$ cat src/rtl/fifo_read_ctrl.sv
// Read-side controller of the asynchronous circular FIFO.
// Brings the Gray write pointer into the read domain through two flops, derives
// empty and fill level from it, and feeds the consumer through a registered
// first-word-fall-through stage that can take one word per cycle.
module fifo_read_ctrl #(
  parameter int WIDTH     = 8,
  parameter int DEPTH     = 16,
  parameter int PTR_WIDTH = 5
) (
  input  logic                 r_clk,
  input  logic                 r_rstn,
  input  logic [PTR_WIDTH-1:0] wptr_gray_in,
  input  logic [WIDTH-1:0]     data_read_in,
  input  logic                 ready_in,
  output logic [PTR_WIDTH-1:0] read_ptr_out,
  output logic [PTR_WIDTH-1:0] rptr_gray_out,
  output logic                 read_out,
  output logic                 empty_out,
  output logic [WIDTH-1:0]     data_out,
  output logic                 valid_out,
  output logic [PTR_WIDTH-1:0] rd_count_out
);

  // The memory address is the pointer without its wrap bit, so the depth must
  // be exactly half the pointer range.
  if (DEPTH != (1 << (PTR_WIDTH - 1))) begin : g_depth_check
    $error("fifo_read_ctrl: DEPTH must equal 2**(PTR_WIDTH-1)");
  end

  logic [PTR_WIDTH-1:0] wq1;
  logic [PTR_WIDTH-1:0] wq2;
  logic [PTR_WIDTH-1:0] rbin;
  logic [PTR_WIDTH-1:0] rgray;
  logic [PTR_WIDTH-1:0] wbin;
  logic [PTR_WIDTH-1:0] rbin_next;
  logic                 pop;

  function automatic logic [PTR_WIDTH-1:0] gray2bin(input logic [PTR_WIDTH-1:0] g);
    logic [PTR_WIDTH-1:0] b;
    b[PTR_WIDTH-1] = g[PTR_WIDTH-1];
    for (int i = PTR_WIDTH - 2; i >= 0; i--) begin
      b[i] = b[i+1] ^ g[i];
    end
    return b;
  endfunction

  // Pointer comparison and pop decision, all taken from registered state.
  always_comb begin
    wbin      = gray2bin(wq2);
    rbin_next = rbin + 1'b1;
    empty_out = (rgray == wq2);
    pop       = !empty_out && (!valid_out || ready_in);
  end

  assign read_out      = pop;
  assign read_ptr_out  = rbin;
  assign rptr_gray_out = rgray;
  // Modulo subtraction naturally yields DEPTH when only the wrap bits differ.
  assign rd_count_out  = wbin - rbin;

  // Write-pointer synchronizer: plain back-to-back flops, nothing in between.
  always_ff @(posedge r_clk or negedge r_rstn) begin
    if (!r_rstn) begin
      wq1 <= '0;
      wq2 <= '0;
    end else begin
      wq1 <= wptr_gray_in;
      wq2 <= wq1;
    end
  end

  // Read pointer and output stage; a pop on an accept cycle overwrites the
  // accepted word so valid stays high and throughput is one word per cycle.
  always_ff @(posedge r_clk or negedge r_rstn) begin
    if (!r_rstn) begin
      rbin      <= '0;
      rgray     <= '0;
      data_out  <= '0;
      valid_out <= 1'b0;
    end else if (pop) begin
      rbin      <= rbin_next;
      rgray     <= rbin_next ^ (rbin_next >> 1);
      data_out  <= data_read_in;
      valid_out <= 1'b1;
    end else if (valid_out && ready_in) begin
      valid_out <= 1'b0;
    end
  end

endmodule

$ cat config.mk
export PLATFORM = sky130hd
export DESIGN_NAME = fifo_read_ctrl
export DESIGN_NICKNAME = d
export VERILOG_FILES = /design/src/rtl/fifo_read_ctrl.sv
export SDC_FILE = /design/constraint.sdc
export NUM_CORES = 1
export LEC_CHECK = 0
export BUFFER_PORTS_ARGS = -buffer_cell sky130_fd_sc_hd__clkbuf_2
export CAP_MARGIN = 25
export CORE_MARGIN = 2
export CORE_UTILIZATION = 42
export CTS_CLUSTER_SIZE = 10
export DETAILED_ROUTE_END_ITERATION = 8
export PLACE_DENSITY_LB_ADDON = 0.1
export SKIP_LAST_GASP = 1
export SYNTH_ARGS = -nofsm -noshare
export SYNTH_HDL_FRONTEND = slang
export SYNTH_SLANG_ARGS = --single-unit
$ cat constraint.sdc
create_clock -name r_clk -period 2.7 [get_ports r_clk]
set_input_delay 0.405 -clock r_clk [delete_from_list [all_inputs] [get_ports r_clk]]
set_output_delay 0.405 -clock r_clk [all_outputs]
set_load 0.1 [all_outputs]
==> flow_metrics.py <==
metrics = {
    "outcome": {
        "status": "finished with violations",
        "violations": "negative setup slack",
    },
    "detailed_routing": {
        "wl_per_cell_um": 13.1,
        "drt_iter0_markers": 16,
        "wirelength_um": 2460,
        "viasPerCell": 4.76,
        "num_vias": 890,
        "drc": 0,
        "drtPass1Iterations": 4,
        "antenna_left": 0,
    },
    "sta": {
        "clock_skew_ns": 0.0106,
        "setup_viol": 4,
        "fin_ws_ns": -0.441,
        "fin_crit_sh": 1.16,
        "hold_viol": 0,
        "tns_ns": -1.34,
        "fmax_ghz": 0.318,
        "relSlewSlack": 0.547,
        "finalMaxSlewViolations": 0,
        "tightest_slew_ns": 0.680,
        "rsz0062_at_grt": "yes",
        "period_minus_slack_ns": 3.14,
    },
    "yosys": {
        "synth.most_common_cell": "dfrtp_1",
        "ys_seq_area_frac": 0.544,
        "syn_avg_cell_area_um2": 12.8,
        "ys_warn_count": 0,
        "synth.distinct_cells": 25,
        "synthArstFlopShare": 1.00,
        "yosys-top-cells-area": "dfrtp_1 (54%), mux2_2 (9.6%), xnor2_1 (8.8%)",
        "syn-num-nets": 123,
        "synth_ff_type": "dfrtp_1",
        "synth_area_um2": 1290,
        "synth_area_leader_cell": "dfrtp_1",
        "syn_inst": 101,
        "synth_edf_count": 0,
        "synth_common_cells": "dfrtp_1 (28), xnor2_1 (13), mux2_2 (11)",
        "ys_ff_latch": 28,
        "synth_top_cell_area_share": 0.544,
    },
    "floorplan": {
        "die_x_um": 59.4,
        "coreArea_um2": 2980,
        "initial_core_util": 0.433,
        "die_y_um": 59.4,
        "std_cell_rows": 20,
        "ios": 42,
        "dieArea_um2": 3530,
    },
    "global_routing": {
        "grt.overflow.total": 0,
        "grtUsageTotal": 0.154,
        "grt_max_degree": 29,
        "grt_pass1_wl_um": 3950,
        "grt_pass1_vias": 889,
        "grt_antenna_before_repair": 0,
    },
    "layout": {
        "drive_above_1_share": 0.539,
        "syn_to_final_growth_pct": 43.1,
        "stdcell_area_um2": 1840,
        "fin_nets": 177,
        "fin_util": 0.619,
        "diodes": 0,
    },
    "worst_setup_path": {
        "path_cells": "xor2_2 > xnor2_2 > xor2_2 > xor2_1 > ha_2 > fa_2 > inv_1 > a21o_1 > a21oi_4 > xor2_4 > buf_12",
        "critPathMaxFanout": 2,
        "cp-end-kind": "output pin",
        "worstSetupPathType": "reg2out",
        "crit_path_max_incr_delay_ns": 0.45,
        "cp.required_ns": 2.30,
        "path_buf_inv": 2,
        "cp_common_cell": "xor2_2",
        "start_kind": "register",
        "cp_top_family": "XOR/XNOR gates",
        "critPathSlowestCell": "dfrtp_1",
        "crit_arrival_ns": 2.74,
    },
    "clock_network": {
        "root_buffer": "clkbuf_4",
        "cts_buffer_depth": 2,
        "cts_buffers": 3,
        "cts_tree": "built",
        "cts_max_level": 1,
        "path_clk_slew_ns": 0.15,
        "clkLatencyLatePin_ns": 0.33,
        "clock-sinks": 28,
    },
    "placed_design": {
        "gp_congestion": 0.818,
        "port_buffers": 41,
        "placed_cell_area_um2": 1720,
        "place_hpwl_um": 1800,
    },
    "run": {
        "cap_viol_max_count": 0,
    },
    "hold_path": {
        "hold_path_class": "in2async",
    },
}
worst paths after layout:
path,endpoint,start,cells after the start,slack (ns)
min,wq2[2],r_rstn,1,0.08
min in group r_clk,wq1[2],wptr_gray_in[2],1,0.17
max in group asynchronous,read_ptr_out[2],r_rstn,1,2.15
min reg2reg,wq2[1],wq1[1],0,0.35
max reg2reg,data_out[0],wq2[4],5,0.53
max,rd_count_out[4],wq2[3],11,-0.44
layer usage:
metal	global-route usage	vias to the layer above	share of wire
li1	-	431	-
met1	0.181	425	0.43
met2	0.262	28	0.49
met3	0.0284	6	0.049
met4	0.0877	0	0.026
met5	0	-	0
state kept, by name (all words and copies together), names as in the netlist:
register and count:
data_out 8, read_ptr_out 5, rptr_gray_out 4, valid_out 1
wq1 5, wq2 5
through the flow:
step           instances  hold WS, ns  setup slack [ns]
6_report             187       0.0848            -0.441
5_1_grt              187        0.123            -0.590
4_1_cts              185       0.0956            -0.460
3_5_place_dp         178        0.336            -0.180
3_3_place_gp         178        0.333            -0.110
2_1_floorplan        101        0.109            -0.420
worst register-to-register path: stages, from the launching register on:
cell	delay [ns]
dfrtp_1	0.44
buf_4	0.15
xor2_1	0.48
o21ba_2	0.44
buf_4	0.23
mux2_2	0.33
cell usage in the layout, fill, tap and decap left out, drive strengths merged, types with 2 or more instances in the layout:
master	netlist	layout
xnor2	13	13
clkbuf	1	38
buf	3	18
nor2	2	2
a21o	2	2
inv	9	8
dfrtp	28	28
a21oi	3	3
ha	5	5
xor2	9	9
mux2	11	11
nand2b	2	2
nand2	2	2
logic make-up (layout without fill, tap and decap cells):
logic type | Yosys count | count (layout) | share of synthesized area
muxes | 11 | 11 | 0.0961
and+or+nand+nor | 12 | 12 | 0.0524
AOI/OAI and AO/OA | 9 | 9 | 0.0447
adders and majority gates | 6 | 6 | 0.0641
xor gates and xnor gates | 22 | 22 | 0.150
DFF | 28 | 28 | 0.544
buffers and inverters | 13 | 66 | 0.0495
area by class of cell:
type / count / area (um2)
fill: 248 / 1130
sequential: 28 / 702
multi-input combinational: 60 / 626
timing repair buffer: 53 / 385
tap: 33 / 41.3
inverter: 9 / 37.5
clock inverter: 1 / 30.0
clock buffer: 3 / 22.5
what timing repair did:
action	CTS	global route
buffers inserted	3	2
hold buffers	0	0
pin swaps	6	2
endpoints found under the setup margin	4	4
resized for setup	3	3
gates cloned	0	0
Power is not shown: default switching activity piles up to over one toggle a cycle in this logic, so the estimate is an artifact.
